## src/rtl/condicionador_botoes.sv

```systemverilog
// Button conditioner: sync, debounce, multi-press reject, one-hot hold.
// Ports: clock, reset (sync, low), botoes_in[3:0], habilita -> botoes, valido, multiplo, db_estado.
module condicionador_botoes #(
  parameter int DEBOUNCE_CYCLES = 100
) (
  input  logic       clock,
  input  logic       reset,
  input  logic [3:0] botoes_in,
  input  logic       habilita,
  output logic [3:0] botoes,
  output logic       valido,
  output logic       multiplo,
  output logic [2:0] db_estado
);

  localparam int CW = $clog2(DEBOUNCE_CYCLES + 1);
  localparam logic [CW-1:0] CNT_MAX = CW'(DEBOUNCE_CYCLES - 1);
  localparam logic [CW-1:0] CNT_ONE = CW'(1);

  typedef enum logic [2:0] {
    OCIOSO       = 3'd0,
    FILTRA_PRESS = 3'd1,
    PRESSIONADO  = 3'd2,
    FILTRA_SOLTA = 3'd3,
    ERRO         = 3'd4
  } estado_t;

  estado_t       estado_q, estado_d;
  logic [3:0]    sync_a_q, sync_a_d;
  logic [3:0]    sync_b_q, sync_b_d;
  logic [3:0]    amostra_q, amostra_d;
  logic [CW-1:0] cnt_q, cnt_d;
  logic [3:0]    botoes_q, botoes_d;
  logic          multiplo_q, multiplo_d;

  logic [3:0] s;
  logic       cnt_fim;
  logic       um_so;

  assign s       = sync_b_q;
  assign cnt_fim = (cnt_q == CNT_MAX);
  // exactly one bit set
  assign um_so   = (amostra_q != 4'd0) &&
                   ((amostra_q & (amostra_q - 4'd1)) == 4'd0);

  always_comb begin
    sync_a_d   = botoes_in;
    sync_b_d   = sync_a_q;
    estado_d   = estado_q;
    amostra_d  = amostra_q;
    cnt_d      = cnt_q;
    botoes_d   = botoes_q;
    multiplo_d = 1'b0;

    if (!habilita) begin
      // forced idle; synchronizer keeps tracking the lines
      estado_d = OCIOSO;
      cnt_d    = '0;
      botoes_d = 4'd0;
    end else begin
      unique case (estado_q)
        OCIOSO: begin
          botoes_d = 4'd0;
          if (s != 4'd0) begin
            amostra_d = s;
            cnt_d     = '0;
            estado_d  = FILTRA_PRESS;
          end
        end
        FILTRA_PRESS: begin
          if (s == 4'd0) begin
            estado_d = OCIOSO;
          end else if (s != amostra_q) begin
            amostra_d = s;
            cnt_d     = '0;
          end else if (cnt_fim) begin
            if (um_so) begin
              estado_d = PRESSIONADO;
              botoes_d = amostra_q;
            end else begin
              estado_d   = ERRO;
              multiplo_d = 1'b1;
            end
          end else begin
            cnt_d = cnt_q + CNT_ONE;
          end
        end
        PRESSIONADO: begin
          botoes_d = amostra_q;
          if (s != amostra_q) begin
            cnt_d    = '0;
            estado_d = FILTRA_SOLTA;
          end
        end
        FILTRA_SOLTA: begin
          if (s == amostra_q) begin
            estado_d = PRESSIONADO;
          end else if (s != 4'd0) begin
            cnt_d = '0;
          end else if (cnt_fim) begin
            botoes_d = 4'd0;
            estado_d = OCIOSO;
          end else begin
            cnt_d = cnt_q + CNT_ONE;
          end
        end
        ERRO: begin
          botoes_d = 4'd0;
          if (s != 4'd0) begin
            cnt_d = '0;
          end else if (cnt_fim) begin
            estado_d = OCIOSO;
          end else begin
            cnt_d = cnt_q + CNT_ONE;
          end
        end
        default: begin
          estado_d = OCIOSO;
          cnt_d    = '0;
          botoes_d = 4'd0;
        end
      endcase
    end
  end

  always_ff @(posedge clock) begin
    if (!reset) begin
      sync_a_q   <= 4'd0;
      sync_b_q   <= 4'd0;
      estado_q   <= OCIOSO;
      amostra_q  <= 4'd0;
      cnt_q      <= '0;
      botoes_q   <= 4'd0;
      multiplo_q <= 1'b0;
    end else begin
      sync_a_q   <= sync_a_d;
      sync_b_q   <= sync_b_d;
      estado_q   <= estado_d;
      amostra_q  <= amostra_d;
      cnt_q      <= cnt_d;
      botoes_q   <= botoes_d;
      multiplo_q <= multiplo_d;
    end
  end

  assign botoes    = botoes_q;
  assign valido    = |botoes_q;
  assign multiplo  = multiplo_q;
  assign db_estado = estado_q;

endmodule

```

## config.mk

```make
export PLATFORM = sky130hd
export DESIGN_NAME = condicionador_botoes
export DESIGN_NICKNAME = d
export VERILOG_FILES = /design/src/rtl/condicionador_botoes.sv
export SDC_FILE = /design/constraint.sdc
export NUM_CORES = 1
export LEC_CHECK = 0
export ABC_AREA = 1
export CAP_MARGIN = 20
export CORE_AREA = 2 2 61 63
export CTS_CLUSTER_DIAMETER = 30
export DETAILED_ROUTE_END_ITERATION = 8
export DIE_AREA = 0 0 63 65
export GPL_ROUTABILITY_DRIVEN = 0
export PLACE_DENSITY = 0.74
export SLEW_MARGIN = 20
export SYNTH_ARGS = -nofsm -noshare
export SYNTH_HDL_FRONTEND = slang
export SYNTH_SLANG_ARGS = --single-unit
```

## constraint.sdc

```tcl
create_clock -name clock -period 1.45 [get_ports clock]
set_input_delay 0.2175 -clock clock [delete_from_list [all_inputs] [get_ports clock]]
set_output_delay 0.2175 -clock clock [all_outputs]
set_load 0.01 [all_outputs]
```

Word level (Yosys, flattened, before mapping)
Index checks and enable logic that the tools add are counted.
Storage, ports and cells
  flip-flop bits (word level): 27
  output and inout bits: 9
  word-level logic and storage cells: 78
  input bits: 7
Operators by class
  mux-type cells: 31
  add/sub/neg operators: 2
  eq/ne operators: 19
  reductions and logical operators: 14
  bitwise gates (word level): 5
Operators by type and width (number)
  $mux W7: 7
  $mux W4: 10
  $pmux W7 S5: 1
  $mux W3: 9
  $ne A2 B2 Y1 const B: 10
  $pmux W3 S5: 1
  $pmux W4 S3: 1
  $logic_not A4 Y1: 2
  $pmux W4 S2: 1
  $reduce_and A4 Y1: 2
  $reduce_bool A4 Y1: 2
  $add A7 B1 Y7 const B: 1
  $eq A7 B7 Y1 const B: 1
  $reduce_and A7 Y1: 1
  $eq A3 B2 Y1 const B: 2
  $ne A3 B3 Y1 const B: 2
  $reduce_or A6 Y1: 1
  $reduce_and A5 Y1: 1
  $and A4 B4 Y4: 1
  $eq A4 B4 Y1: 1
  $ne A4 B4 Y1: 1
  $not A1 Y1: 4
  $reduce_or A4 Y1: 1
  $sub A4 B1 Y4 const B: 1
  7 further kinds: 7

Depth between registers and ports, before layout
Gate-level depths: netlist of the first run.
  depth in word-level cells: 9
  mapped depth: 12
  depth with buffers taken out: 12

Worst setup path after synthesis of the first run
Ideal clock, no wire load.
  kind: flip-flop to flip-flop
  start point: register cnt_q[0]
  end point: register botoes_q[0], in the netlist botoes[0]
  data required time: 1322 ps
  period minus slack after synthesis: 1443 ps
  path buffers: 0
  path slack: 7 ps
  setup time: 128 ps
  arrival time: 1315 ps
  stages on the path, launching flop included: 10
  path through: dfxtp_1 > ha_1 > nand2_1 > nand3b_4 > nor2_2 > nor2_1 > nor2_4 > nand3_1 > nand2_1 > nor2_1
Between the ends
  cells in the longest elaborated chain, start to end: 3
Ends and longest elaborated chain
  start, declared: line 32  | logic [CW-1:0] cnt_q, cnt_d;
  start signal, assigned: line 140  | cnt_q <= cnt_d;
  $eq A7 B7 Y1 (*): line 41  | assign cnt_fim = (cnt_q == CNT_MAX);
  $ne A2 B2 Y1 (no source line)
  $reduce_and A7 Y1 (no source line) (*)
  end signal, assigned: line 141  | botoes_q <= botoes_d;
  end, declared: line 33  | logic [3:0] botoes_q, botoes_d;
Every way passes the cells marked *; elsewhere a longest branch is shown, timed or not.
A chain may end at the register's enable or synchronous reset.

Worst setup path after layout of the first run
  start point: register cnt_q[0]
  end point: register cnt_q[1]
Between the ends
  cells in the longest elaborated chain, start to end: 5
Ends and longest elaborated chain
  $add A7 B1 Y7 / $eq A7 B7 Y1 (equally long branches)
  $mux W7 (*): line 76, 100, 111
  $mux W7, on equally long branches: line 98, 73
  $mux W7, on equally long branches: line 96, 71
  $pmux W7 S5 (*): line 61  | unique case (estado_q)
Every way passes the cells marked *; elsewhere a longest branch is shown, timed or not. The select of a mux whose other input is x is not followed.

==> metrics.txt, run 1 <==
CP Max Fanout=7; RSZ-0062 raised after global routing=yes; # rows=22; fin crit share=1.06; worst-margin pin slew=0.296 ns; Final setup viols=14; FF+latch count, synth=27; Final Cell Area=2420 sq um; FFs w/ async S/R, synth=0; drt first pass iters=4; reported max-cap violation count=0; antenna violations before repair=0; Cell Area, Placed=2100 sq um; critical path endpoint category=flop; post-route ant nets=0; Hold Crit Class=in -> reg; Critical Path RT=1.74 ns; Worst path max stage delay=0.39 ns; startpoint types=flop; WP data arrival=1.83 ns; skew final=0.0119 ns; htree depth=1; YS warnings=0; vias in the first global route=1787; most common cell in the netlist=nand2_1; RR Startpoint=cnt_q[0]; crit path cell chain=ha_4, nand2_2, nand3b_4, buf_6, nand2_4, nand2_2, inv_2, nand3_2, nand2_1, nand2_1, a21oi_1; DP HPWL=3110 microns; largest net degree at the start of global routing=18; hold slack=0.376 ns; commonest cells in the netlist=81 x nand2_1, 32 x inv_1, 29 x nand3_1; Post-Place Cells=350; kind of critical path=reg -> reg; CP endpoint=cnt_q[1]; ratio of cells with drive above 1 in the final layout=0.390; max_slew headroom=0.802; GRT overflow=0; CTS Root Cell=clkbuf_4; Final #Nets=332; core area=3500 sq um; Initial Utilization=0.489; Total Routing Usage GR=0.225; R2R setup slack=-0.09 ns; failing checks=negative setup slack; syn nets=273; sequential-to-total area share from yosys stat=0.316; Avg Cell Area, Syn=6.44 sq um; Synth top area share=0.316; Final Hold Violating Endpoints=0; status=finished with violations; CTS tree=done; worst setup margin=-0.0873 ns; Clock Tree Buf Depth=2; Die W=63 microns; Slew Limit Fails=0; final setup TNS=-0.507 ns; drt wl/cell=12.7 microns; DRT iter0 DRCs=112; CTS clk-pin slew, worst paths=0.17 ns; Synth area leader=dfxtp_1; DRC viols=0; Pwr per Cell Area=740 nW/um^2; global-route wire length before repair=7490 microns; Synth Instances=265; cells on worst reg2reg path=11; Max Freq=0.650 GHz; post-synth cell types=29; Inserted Diodes=0; Overall Power=1790 uW; Leakage=0.00118 uW; top_reg_cell synth=dfxtp_1; clk sinks=27; port buffer count=15; Non-Filler Instances=371; total CTS buffers=3; Slowest-stage cell, CP=dfxtp_2; Critical Path Source=cnt_q[0]; Area contributors post-synth=dfxtp_1 32%, nand2_1 18%, nand3_1 8.5%, inv_1 7.0%, nor2_1 4.8%; Area Overhead vs Synth=41.8%; worst skew pair latency=0.35 ns; Vias per Instance=5.14; FF-to-FF End=cnt_q[1]; die area=4100 sq um; io pins=16; Die Height=65 microns; mapped cell area=1710 sq um; vias=1908; peak supply drop=0.613 mV; EDFF count, synth=0; routed wire length=4710 microns; final period demand of the worst path=1.54 ns
[where the power goes]
part,internal (uW),switching (uW),total [uW],leakage [uW]
logic,252,365,617,0.000935
clock network,113,261,375,0.0000183
registers,774,25.5,800,0.000228
total,1140,652,1790,0.00118
[final cells by class]
cell class                      instances  area (sq um)
Clock buffer                            3          22.5
Clock inverter                          1          8.76
Fill cell                             285          1070
Inverter                               40           153
Multi-Input combinational cell        193          1110
Sequential cell                        27           568
Tap cell                               48          60.1
Timing Repair Buffer                   59           500
[flip-flops by register name (all words and copies together), names as in the netlist]
name and cells:
cnt_q 7, botoes 4, multiplo 1, amostra_q 4, db_estado 3, sync_a_q 4, s 4
[stage by stage]
stage                     worst slack, ns   util
after floorplan                   0.00708      -
after global placement            -0.0443  0.600
after detailed placement           -0.103  0.600
after CTS                         -0.0101  0.645
after global routing               -0.161  0.693
final                             -0.0873  0.693
[how the worst min path moves through the flow]
stage | from | endpoint | slack (ns) | depth (start not counted)
after CTS | botoes_in[2] | sync_a_q[2] | 0.37 | 3
after detailed placement | sync_a_q[0] | s[0] | 0.40 | 2
final | botoes_in[2] | sync_a_q[2] | 0.38 | 3
after global routing | botoes_in[1] | sync_a_q[1] | 0.37 | 3
after global placement | sync_a_q[0] | s[0] | 0.39 | 2
after floorplan | botoes_in[0] | sync_a_q[0] | 0.32 | 2
[layer usage]
metal	vias to the layer above	global-route usage	wire length, microns
met5	-	0	0
met4	0	0.0861	115
met3	14	0.0156	181
met2	51	0.432	2430
met1	896	0.259	1980
li1	947	-	-
[placed cells by master, fill, tap and decap left out, drive strengths merged, types with 3 or more instances in the layout]
cell,count
nand2,93
buf,44
inv,41
nand3,31
nor2,31
dfxtp,27
a21oi,14
o21ai,11
dlygate4sd2,9
clkdlybuf4s50,6
nand4,4
clkbuf,3
[worst max-delay path: cells and delay by family, from the launching register on]
kind	cells	cell delay (ns)
AND/OR/NAND/NOR	7	0.57
flip-flops	1	0.39
buffers and inverters	2	0.23
adder cells (fa/ha/maj)	1	0.15
AO/OA/AOI/OAI	1	0.15
[cells by family after synthesis]
kind of cell / share of synthesized area
AND/OR/NAND/NOR: 0.470
buffers and inverters: 0.108
flip-flops: 0.316
AO/OA/AOI/OAI: 0.0821
XOR/XNOR: 0.0154
adder cells (fa/ha/maj): 0.00732
[repair_timing]
item / CTS / global route
endpoints found under the hold margin: 0 / 0
gates resized for setup: 40 / 35
pin swaps: 9 / 35
endpoints found under the setup margin: 24 / 19
setup buffers: 7 / 11
hold buffers: 0 / 0
Note: power is estimated with default switching activity, not from simulation.
==> run 2, diff against run 1 <==
--- a/config.mk
+++ b/config.mk
@@ -7,10 +7,10 @@
 export LEC_CHECK = 0
 export ABC_AREA = 1
 export CAP_MARGIN = 20
-export CORE_AREA = 2 2 61 63
+export CORE_AREA = 2 2 78 50
 export CTS_CLUSTER_DIAMETER = 30
 export DETAILED_ROUTE_END_ITERATION = 8
-export DIE_AREA = 0 0 63 65
+export DIE_AREA = 0 0 80 52
 export GPL_ROUTABILITY_DRIVEN = 0
 export PLACE_DENSITY = 0.74
 export SLEW_MARGIN = 20
==> constraint.sdc (replaced) <==
create_clock -name clock -period 1.45 [get_ports clock]
set_input_delay 0.2175 -clock clock [delete_from_list [all_inputs] [get_ports clock]]
set_output_delay 0.2175 -clock clock [all_outputs]
set_load 0.05 [all_outputs]
==> run 2 against run 1 <==
The run still ends with negative setup slack left; combinational power rose by 29%; cell count is 2.4% lower; wire length rose by 30%; first-iteration DRC count is 150% higher; clock power increased by 18%; via count rose by 10%; global-route usage up 2.0 points; utilization up 6.3 points; sequential power grew 2%; count of clock-buffer cells in the layout unchanged; largest cell class unchanged.
==> metrics.txt, run 2 (synthesized netlist as in run 1, its figures left out) <==
CTS clk-pin slew, worst paths=0.10 ns; routed wire length=6140 microns; DRT iter0 DRCs=275; largest net degree at the start of global routing=16; Final Hold Violating Endpoints=0; most used routing layer=met2; Inserted Diodes=0; Pwr per Cell Area=780 nW/um^2; status=finished with violations; Slew Limit Fails=0; Leakage=0.00118 uW; final period demand of the worst path=1.61 ns; worst setup margin=-0.161 ns; Die W=80 microns; CTS tree=done; fin crit share=1.11; met1 usage=0.361; worst skew pair latency=0.28 ns; htree depth=1; Core Util, Final=0.756; vias in the first global route=1622; drt wl/cell=17.0 microns; Hold Crit Class=reg -> reg; Non-Filler Instances=362; Final setup viols=19; drt first pass iters=5; hold slack=0.416 ns; post-route ant nets=0; Critical Path RT=1.65 ns; ratio of cells with drive above 1 in the final layout=0.467; core area=3490 sq um; worst-margin pin slew=0.333 ns; critical path endpoint category=flop; startpoint types=flop; Post-Place Cells=342; io pins=16; DRC viols=0; Hold Buf Count CTS=0; failing checks=negative setup slack; Initial Utilization=0.490; antenna violations before repair=0; clk sinks=27; CP Max Fanout=8; vias=2098; # rows=17; final setup TNS=-1.57 ns; Max Freq=0.621 GHz; Die Height=52 microns; DP HPWL=3200 microns; global-route wire length before repair=7760 microns; Final #Nets=324; Total Routing Usage GR=0.246; RR Startpoint=s[1]; total CTS buffers=3; skew final=0.00195 ns; hold_sp=sync_a_q[1]; commonest cells after routing, fill and taps aside=65 x nand2_1, 29 x buf_4, 26 x inv_1; max_slew headroom=0.777; reported max-cap violation count=0; routing usage on met3=0.0399; Clock Tree Buf Depth=2; peak supply drop=0.732 mV; port buffer count=15; CTS Root Cell=clkbuf_8; RSZ-0062 raised after global routing=yes; met2 Use GR=0.378; max FFs per register=7; layout filler cell count=239; Most flops, register=cnt_q; commonest non-fill, non-tap cell in the layout=nand2_1; WP data arrival=1.81 ns; Vias per Instance=5.80; pre-CTS worst setup slack=-0.116 ns; die area=4160 sq um; GRT overflow=0; kind of critical path=reg -> reg; Critical Path Source=s[1]; Area Overhead vs Synth=54.4%
-- run 2: cell count changes in the layout (fill, tap and decap cells not counted), sizes merged --
cell and delta:
buf +1, clkinv +1, dlygate4sd2 -9, inv -1
-- run 2: worst paths after layout --
check / to / slack, ns / cells past startpoint
setup / recovery: amostra_q[2] / -0.16 / 8
setup reg to reg: amostra_q[2] / -0.16 / 8
hold reg to reg: s[1] / 0.42 / 2
hold / removal: s[1] / 0.42 / 2
-- run 2: worst max-delay path: stages, from the launching register on --
cell     delay (ns)
dfxtp_4        0.42
inv_4          0.05
nand2_2        0.06
nand2_2        0.06
nor2_4         0.22
nand2_4        0.13
o21ai_4        0.29
o21ai_1        0.13
a21oi_1        0.16
-- run 2: metrics by stage --
step	total power [uW]	area, sq um
2_1_floorplan	1200	1720
3_3_place_gp	1370	2120
3_5_place_dp	1380	2120
4_1_cts	1880	2320
5_1_grt	2140	2640
6_report	2060	2640
-- run 2: area by class of cell --
type / count / area, sq um / share of cell area
clock inverters: 1 / 5.00 / 0.00190
well taps: 47 / 58.8 / 0.0223
multi-input cells: 193 / 1260 / 0.478
flip-flops and latches: 27 / 577 / 0.219
inverters: 40 / 158 / 0.0598
clock buffers: 3 / 41.3 / 0.0157
repair buffers: 51 / 537 / 0.204
-- run 2: power by group --
part	internal, uW	switching [uW]	leakage [uW]
sequential	771	45.2	0.000228
clock	193	251	0.0000255
combinational	320	474	0.000930
total	1280	770	0.00118
-- run 2: metal layers --
layer	wire length, microns	vias up
met5	0	-
met4	293	0
met3	742	46
met2	2570	165
met1	2530	951
li1	-	936
-- run 2: what timing repair did --
action,4_1_cts,5_1_grt
gates cloned,0,0
resized for setup,33,69
pin swaps,13,37
setup buffers,5,11
endpoints found under the setup margin,12,19
==> run 3, diff against run 2 <==
--- a/config.mk
+++ b/config.mk
@@ -7,12 +7,13 @@
 export LEC_CHECK = 0
 export ABC_AREA = 1
 export CAP_MARGIN = 20
-export CORE_AREA = 2 2 78 50
+export CORE_AREA = 2 2 81 52
+export CTS_BUF_LIST = sky130_fd_sc_hd__clkbuf_8 sky130_fd_sc_hd__clkbuf_16
 export CTS_CLUSTER_DIAMETER = 30
 export DETAILED_ROUTE_END_ITERATION = 8
-export DIE_AREA = 0 0 80 52
+export DIE_AREA = 0 0 83 54
 export GPL_ROUTABILITY_DRIVEN = 0
-export PLACE_DENSITY = 0.74
+export PLACE_DENSITY = 0.69
 export SLEW_MARGIN = 20
 export SYNTH_ARGS = -nofsm -noshare
 export SYNTH_HDL_FRONTEND = slang
==> run 3 against run 2 <==
The run still ends with negative setup slack left; count of clock-buffer cells in the layout is the same; register-to-register slack improved by 0.12 ns; non-clock buffer count fell by 11; die area is 7.7% higher; worst hold slack got worse by 0.0051 ns; via count is 16% lower.
==> metrics.txt, run 3 (synthesized netlist as in run 1, its figures left out) <==
most frequent CP cell=nand2_2; multi-input gate area in the final layout=1190 sq um; largest net degree at the start of global routing=16; register area=574 sq um; critical path endpoint category=flop; Critical Path RT=1.64 ns; Final #Nets=313; Area Overhead vs Synth=44.3%; pre-CTS worst setup slack=-0.0579 ns; commonest cells after routing, fill and taps aside=65 x nand2_1, 24 x inv_1, 24 x nand3_1; vias=1754; # rows=18; Total Routing Usage GR=0.183; Hold Crit Class=reg -> reg; hold_sp=sync_a_q[2]; Worst path max stage delay=0.38 ns; routed wire length=4370 microns; RSZ-0062 raised after global routing=yes; reported max-cap violation count=0; CTS clk-pin slew, worst paths=0.10 ns; final setup TNS=-0.257 ns; Most flops, register=cnt_q; Vias per Instance=4.95; Clock Tree Buf Depth=2; crit path cell chain=inv_4, nand2_2, nor3_4, nand3_2, nand2_2, inv_2, nand2_4, nand2_2, nand2_1, nor2_1; worst skew pair latency=0.28 ns; Die Height=54 microns; CP Max Fanout=4; Slowest-stage cell, CP=dfxtp_4; Initial Utilization=0.443; core area=3850 sq um; htree depth=1; drt first pass iters=4; post-route ant nets=0; Slew Limit Fails=0; commonest non-fill, non-tap cell in the layout=nand2_1; Cell Area, Placed=2130 sq um; Hold EP=s[2]; cells on worst reg2reg path=10; total CTS buffers=3; drt wl/cell=12.3 microns; startpoint types=flop; failing checks=negative setup slack; DRC viols=0; status=finished with violations; hold depth=2; Final setup viols=12; Pwr per Cell Area=786 nW/um^2; Max Freq=0.669 GHz; clk sinks=27; fin crit share=1.03; WP data arrival=1.69 ns; Final Hold Violating Endpoints=0; port buffer count=15; peak supply drop=0.472 mV; worst setup margin=-0.0439 ns; Die W=83 microns; global-route wire length before repair=6440 microns; DRT iter0 DRCs=179; Leakage=0.00111 uW; worst-margin pin slew=0.337 ns; antenna violations before repair=0; DP HPWL=3070 microns; skew final=0.0114 ns; CTS Root Cell=clkbuf_8; kind of critical path=reg -> reg; FF-to-FF End=db_estado[1]; CTS tree=done; io pins=16; vias in the first global route=1355; layout filler cell count=331; Final Cell Area=2460 sq um; Inserted Diodes=0; die area=4480 sq um; max_slew headroom=0.775; final period demand of the worst path=1.49 ns; RR Startpoint=s[3]; R2R setup slack=-0.04 ns; max FFs per register=7; ratio of cells with drive above 1 in the final layout=0.434; GRT overflow=0
-- run 3: changes by cell type in the layout (fill, tap and decap cells not counted), sizes merged --
cell / previous run / this run
buf: 45 / 34
-- run 3: metrics by stage --
step	util	total power, uW	hold slack (ns)	cells
after CTS	0.575	1830	0.415	350
after detailed placement	0.553	1380	0.395	346
after floorplan	-	1200	0.315	265
final	0.640	1940	0.411	354
after global placement	0.553	1380	0.394	346
after global routing	0.640	2040	0.436	354
-- run 3: worst max path at each step --
| stage | to | slack [ns] | from | cells after the start |
|---|---|---|---|---|
| floorplan | botoes[0] | 0.007 | cnt_q[0] | 9 |
| CTS | cnt_q[1] | -0.008 | amostra_q[2] | 8 |
| finish | db_estado[1] | -0.04 | s[3] | 10 |
| global route | cnt_q[0] | -0.14 | db_estado[1] | 7 |
| detailed placement | cnt_q[2] | -0.06 | db_estado[1] | 8 |
| global placement | cnt_q[2] | -0.07 | db_estado[1] | 8 |
-- run 3: area by class of cell --
type,instances,area share
sequential,27,0.233
clock inverter,1,0.00203
tap,50,0.0254
timing repair buffer,40,0.176
multi-input combinational,193,0.484
clock buffer,3,0.0168
inverter,40,0.0629
-- run 3: repair_timing --
action | in CTS | in global routing
setup buffers | 0 | 4
endpoints found under the hold margin | 0 | 0
resized for setup | 13 | 75
endpoints found under the setup margin | 14 | 18
hold buffers | 0 | 0
pin swaps | 1 | 24
-- run 3: worst max-delay path, delay by kind of cell (launching register included) --
| family | cells | cell delay (ns) |
|---|---|---|
| and+or+nand+nor | 8 | 0.87 |
| DFF | 1 | 0.38 |
| buffers and inverters | 2 | 0.14 |
-- run 3: metal layers --
layer,vias to the layer above,part of all wire,global-route usage
met3,6,0.057,0.0337
met4,0,0.0096,0.0410
met5,-,0,0
li1,905,-,-
met1,800,0.53,0.292
met2,43,0.40,0.243
-- run 3: where the power goes --
| part | internal [uW] | switching, uW |
|---|---|---|
| sequential | 771 | 41.7 |
| combinational | 273 | 404 |
| clock | 193 | 253 |
| total | 1240 | 699 |
